<file path="src/rtl/mod_beep_seq.sv">
// Beep-pattern sequencer upstream of mod_buzzer: queues {dur, gap} requests, triggers the buzzer, waits out the gap.
// Optional buzzer-handshake timeout with sticky err_o when BEEP_SEQ_TIMEOUT_EN is defined.
module mod_beep_seq #(
    parameter int BUZ_PERIOD_MS = 3000,
    parameter int GAP_MS_MAX    = 1000,
    parameter int DEPTH         = 8,
    parameter int TIMEOUT_MS    = 10,
    parameter int simulation    = 0
) (
    input  logic                           clk_i_1MHz,
    input  logic                           rst_i,
    input  logic                           req_valid_i,
    input  logic [$clog2(BUZ_PERIOD_MS):0] req_dur_ms_i,
    input  logic [$clog2(GAP_MS_MAX):0]    req_gap_ms_i,
    output logic                           req_ready_o,
    input  logic                           flush_i,
    input  logic                           buz_cyc_i,
    output logic [$clog2(BUZ_PERIOD_MS):0] buz_period_o,
    output logic                           buz_trig_o,
    output logic                           busy_o,
    output logic [$clog2(DEPTH):0]         level_o,
    output logic                           err_o
);
    localparam int DW = $clog2(BUZ_PERIOD_MS) + 1;
    localparam int GW = $clog2(GAP_MS_MAX) + 1;
    localparam int AW = $clog2(DEPTH);
    localparam logic [AW:0] FULL_LVL = (AW + 1)'(DEPTH);
    localparam logic [AW:0] PTR_ONE  = (AW + 1)'(1);

    typedef enum logic [1:0] {ST_IDLE, ST_TRIG, ST_BEEP, ST_GAP} state_t;

    state_t            state_reg, state_next;
    logic [GW-1:0]     gap_cnt_reg, gap_cnt_next;
    logic [DW-1:0]     period_reg, period_next;
    logic              trig_reg;
    logic [9:0]        presc_reg;
    logic              tick;
    logic              to_fire;

    logic [DW+GW-1:0]  fifo_mem [DEPTH];
    logic [AW:0]       wr_ptr_reg, rd_ptr_reg;
    logic [DW+GW-1:0]  head;
    logic              push, pop, empty, full;

    // ---------------- request FIFO (pointers carry one wrap bit) ----------------
    assign level_o     = wr_ptr_reg - rd_ptr_reg;
    assign empty       = (wr_ptr_reg == rd_ptr_reg);
    assign full        = (level_o == FULL_LVL);
    assign req_ready_o = !full;
    // Flush wins over a same-cycle push or pop.
    assign push        = req_valid_i && !full && !flush_i;
    assign pop         = (state_reg == ST_IDLE) && !empty && !flush_i;
    assign head        = fifo_mem[rd_ptr_reg[AW-1:0]];

    always_ff @(posedge clk_i_1MHz) begin
        if (push) begin
            fifo_mem[wr_ptr_reg[AW-1:0]] <= {req_dur_ms_i, req_gap_ms_i};
        end
    end

    always_ff @(posedge clk_i_1MHz or posedge rst_i) begin
        if (rst_i) begin
            wr_ptr_reg <= '0;
            rd_ptr_reg <= '0;
        end else if (flush_i) begin
            wr_ptr_reg <= '0;
            rd_ptr_reg <= '0;
        end else begin
            if (push) wr_ptr_reg <= wr_ptr_reg + PTR_ONE;
            if (pop)  rd_ptr_reg <= rd_ptr_reg + PTR_ONE;
        end
    end

    // ---------------- ms tick ----------------
    always_ff @(posedge clk_i_1MHz or posedge rst_i) begin
        if (rst_i) begin
            presc_reg <= '0;
        end else if (presc_reg == 10'd999) begin
            presc_reg <= '0;
        end else begin
            presc_reg <= presc_reg + 10'd1;
        end
    end

    assign tick = (simulation != 0) || (presc_reg == 10'd999);

    // ---------------- optional handshake timeout ----------------
`ifdef BEEP_SEQ_TIMEOUT_EN
    localparam int TW = ((DW > $clog2(TIMEOUT_MS + 1)) ? DW : $clog2(TIMEOUT_MS + 1)) + 2;
    logic [TW-1:0] to_cnt_reg;
    logic [TW-1:0] to_limit;
    logic          err_reg;

    assign to_limit = (state_reg == ST_BEEP) ? (TW'(period_reg) + TW'(TIMEOUT_MS)) : TW'(TIMEOUT_MS);
    // Fires on the tick that completes the limit, only while the expected cyc edge is still missing.
    assign to_fire  = tick && ((to_cnt_reg + TW'(1)) >= to_limit) &&
                      (((state_reg == ST_TRIG) && !buz_cyc_i) || ((state_reg == ST_BEEP) && buz_cyc_i));

    always_ff @(posedge clk_i_1MHz or posedge rst_i) begin
        if (rst_i) begin
            to_cnt_reg <= '0;
            err_reg    <= 1'b0;
        end else begin
            if (state_next != state_reg) begin
                to_cnt_reg <= '0;
            end else if (tick && ((state_reg == ST_TRIG) || (state_reg == ST_BEEP))) begin
                to_cnt_reg <= to_cnt_reg + TW'(1);
            end
            if (to_fire) err_reg <= 1'b1;
        end
    end

    assign err_o = err_reg;
`else
    assign to_fire = 1'b0;
    assign err_o   = (TIMEOUT_MS < 0);
`endif

    // ---------------- sequencer FSM ----------------
    always_comb begin
        state_next   = state_reg;
        gap_cnt_next = gap_cnt_reg;
        period_next  = period_reg;
        case (state_reg)
            ST_IDLE: begin
                if (pop) begin
                    period_next  = head[GW +: DW];
                    gap_cnt_next = head[GW-1:0];
                    state_next   = ST_TRIG;
                end
            end
            ST_TRIG: begin
                if (buz_cyc_i)    state_next = ST_BEEP;
                else if (to_fire) state_next = ST_GAP;
            end
            ST_BEEP: begin
                if (!buz_cyc_i || to_fire) state_next = ST_GAP;
            end
            ST_GAP: begin
                if (flush_i || (gap_cnt_reg == '0)) begin
                    state_next = ST_IDLE;
                end else if (tick) begin
                    gap_cnt_next = gap_cnt_reg - GW'(1);
                end
            end
            default: state_next = ST_IDLE;
        endcase
    end

    always_ff @(posedge clk_i_1MHz or posedge rst_i) begin
        if (rst_i) begin
            state_reg   <= ST_IDLE;
            gap_cnt_reg <= '0;
            period_reg  <= '0;
            trig_reg    <= 1'b0;
        end else begin
            state_reg   <= state_next;
            gap_cnt_reg <= gap_cnt_next;
            period_reg  <= period_next;
            trig_reg    <= (state_next == ST_TRIG);
        end
    end

    assign buz_trig_o   = trig_reg;
    assign buz_period_o = period_reg;
    assign busy_o       = (state_reg != ST_IDLE) || !empty;

endmodule

</file>
<file path="config.mk">
export PLATFORM = sky130hd
export DESIGN_NAME = mod_beep_seq
export DESIGN_NICKNAME = d
export VERILOG_FILES = /design/src/rtl/mod_beep_seq.sv
export SDC_FILE = /design/constraint.sdc
export NUM_CORES = 1
export LEC_CHECK = 0
export ABC_CLOCK_PERIOD_IN_PS = 5400
export BUFFER_PORTS_ARGS = -buffer_cell sky130_fd_sc_hd__buf_2
export CORE_UTILIZATION = 30
export DETAILED_ROUTE_END_ITERATION = 7
export PLACE_DENSITY_LB_ADDON = 0.15
export SLEW_MARGIN = 20
export SYNTH_ARGS = -nofsm -noshare
export SYNTH_HDL_FRONTEND = slang
export SYNTH_SLANG_ARGS = --single-unit
export TNS_END_PERCENT = 10
</file>
<file path="constraint.sdc">
create_clock -name clk_i_1MHz -period 5.4 [get_ports clk_i_1MHz]
set_input_delay 0.81 -clock clk_i_1MHz [delete_from_list [all_inputs] [get_ports clk_i_1MHz]]
set_output_delay 0.81 -clock clk_i_1MHz [all_outputs]
set_load 0.01 [all_outputs]
</file>
==> metrics.txt <==
status completed; Internal 3.64 mW; Top FF cell, synth edfxtp_1; Max Cap Viol 0; fin. max-slew vios 0; number of remaining DRC errors 0; largest net degree at the start of global routing 51; first-pass GRT wire length 31.8 mm; total power 5.10 mW; CTS tree built; final setup vio count 0; Tcrit/Tclk final 0.679; Peak Freq 0.273 GHz; worst min-delay path category in -> async; vias per inst 4.86; sequential power share 0.446; CP max-delay cell dfrtp_1; Final min period 3.67 ns; Syn-to-layout area delta 15.8%; NetSw 1.46 mW; commonest non-fill, non-tap cell in the layout edfxtp_1; Clock Pin Slew Worst Setup and Hold Paths 0.06 ns; share of cells above drive strength 1 0.252; worst hold margin 0.382 ns; Cell Area, Synth 0.00965 mm^2; Place WS 1.82 ns; Worst path max stage delay 0.51 ns; clk_skew 0.0147 ns; Clock Tree Root clkbuf_16; Setup CP Type reg -> out; synth top area cells edfxtp_1 60%, dfrtp_1 12%, mux4_2 11%, nand2_1 2.0%, nor2_1 1.7%; placed instance area 0.0104 mm^2; crit path cell chain inv_1 -> ha_1 -> fa_1 -> xor2_1 -> nand3_1 -> nor4_4 -> nor2_1 -> buf_2; PD cells 457 mW/mm^2; startpoint types register; Placer Congestion 0.754; Die X 181 um; Die H 181 um; drt first pass iters 4; vias in the first global route 5382; Avg Cell Area, Syn 16.9 um^2; critical path peak fanout 8; antenna-violating nets left 0; Die ar. 0.0329 mm^2; FILL cells 2993; DP HPWL 11.9 mm; critical path capture point type output pin; syn nets 608; Leak 3.81 nW; Final Hold Fails 0; initial antenna violation count 1; core area 0.0316 mm^2; CTS Sinks 237; final core occ 0.353; Final Cell Area 0.0112 mm^2; synthesized flop and latch total 237; Unique masters post-synth 58; Post-CTS Resized 0; top-area cell type share of the netlist area 0.598; IO Count 50; register area share after synthesis 0.714; worst skew pair latency 0.53 ns; largest area contributor in the netlist edfxtp_1; routed wire length 20.4 mm; Worst-Margin Slew 0.779 ns; CP required 4.59 ns; Syn. warnings 0; GRT Total Usage 0.127; drt initial violations 364; Crit path buffers/inverters 2; Sw Share 0.287; VDD IR-drop max 219 uV; asr flop ratio synth 0.190; post-route setup slack 1.73 ns; Comb pwr share 0.231; final global-route overflow total 0; Num CTS Buffers 25; CTS max path bufs 3; most frequent cells in the layout 192 x edfxtp_1, 52 x nand2_1, 48 x mux4_2, 48 x buf_2, 44 x nor2_1; hold buffer count at CTS 0; row cnt 65; CTS H-tree depth 1; CP top delay family adder cells; RSZ-0062 raised after global routing false; IO buf count 48; Setup Fix Bufs, Post-CTS 0; Net count, final 669; Post-synth EDFFs 192; Vias 5115; Clock Power Share 0.323; Routed WL per cell 19.4 um; CP arrival 2.86 ns; worst rel slew slack 0.476; Largest register FFs 192; Initial Util 0.305; n_diodes 0; count of mapped cells out of synthesis 570
-- power groups by stage --
stage | clock network (mW) | registers, mW | logic [mW]
2_1_floorplan | 0 | 2.30 | 0.862
3_3_place_gp | 0 | 2.30 | 1.18
3_5_place_dp | 0 | 2.31 | 1.20
4_1_cts | 1.70 | 2.28 | 1.21
5_1_grt | 1.77 | 2.30 | 1.31
6_report | 1.65 | 2.28 | 1.18
-- synthesized netlist by cell type, drive strengths merged (4+ instances only) --
cell,n
a21oi,14
a31oi,20
and3,6
and4,4
buf,16
clkbuf,12
dfrtp,45
edfxtp,192
ha,8
inv,13
mux4,48
nand2,52
nand3,11
nor2,44
nor3,5
nor4,4
o21ai,17
xnor2,7
xor2,6
-- final cells by class --
type | count | area, um^2 | share of cell area
clock buffers | 30 | 644 | 0.0577
multi-input cells | 292 | 2580 | 0.231
well taps | 402 | 503 | 0.0450
flip-flops and latches | 237 | 6900 | 0.617
inverters | 13 | 51.3 | 0.00459
repair buffers | 62 | 349 | 0.0313
clock inverters | 16 | 146 | 0.0131
-- through the flow --
stage                     setup TNS, ns  std cells
after floorplan                   -3.28        570
after global placement                0       1006
after detailed placement              0       1006
after CTS                             0       1052
after global routing                  0       1052
final                                 0       1052
-- metal layers --
metal / global-route usage / wire, um
met5: 0 / 13
met4: 0.0285 / 387
met3: 0.0214 / 865
met2: 0.214 / 9950
met1: 0.170 / 9170
-- kinds of logic after synthesis --
| kind of cell | count (synthesis) | share of synthesized area |
|---|---|---|
| flip-flops | 237 | 0.714 |
| adder cells (fa/ha/maj) | 9 | 0.0125 |
| other | 1 | 0.000389 |
| XOR/XNOR | 13 | 0.0118 |
| multiplexers | 52 | 0.116 |
| buffers and inverters | 41 | 0.0217 |
| AND/OR/NAND/NOR | 146 | 0.0748 |
| AO/OA/AOI/OAI | 71 | 0.0480 |
-- path summary, 6_finish.rpt --
check	from	to	slack [ns]	depth (start not counted)
setup / recovery	wr_ptr_reg[0]$_DFFE_PP0P_	req_ready_o	1.73	8
hold / removal	rst_i	presc_reg[9]$_DFF_PP0_	0.38	2
setup reg to reg	wr_ptr_reg[0]$_DFFE_PP0P_	fifo_mem[3][3]$_DFFE_PP_	1.82	9
hold reg to reg	presc_reg[0]$_DFF_PP0_	presc_reg[0]$_DFF_PP0_	0.48	1
max in group asynchronous	rst_i	rd_ptr_reg[0]$_DFFE_PP0P_	4.55	2
min in group clk_i_1MHz	presc_reg[0]$_DFF_PP0_	presc_reg[0]$_DFF_PP0_	0.48	1
Note: power is estimated with default switching activity, not from simulation.
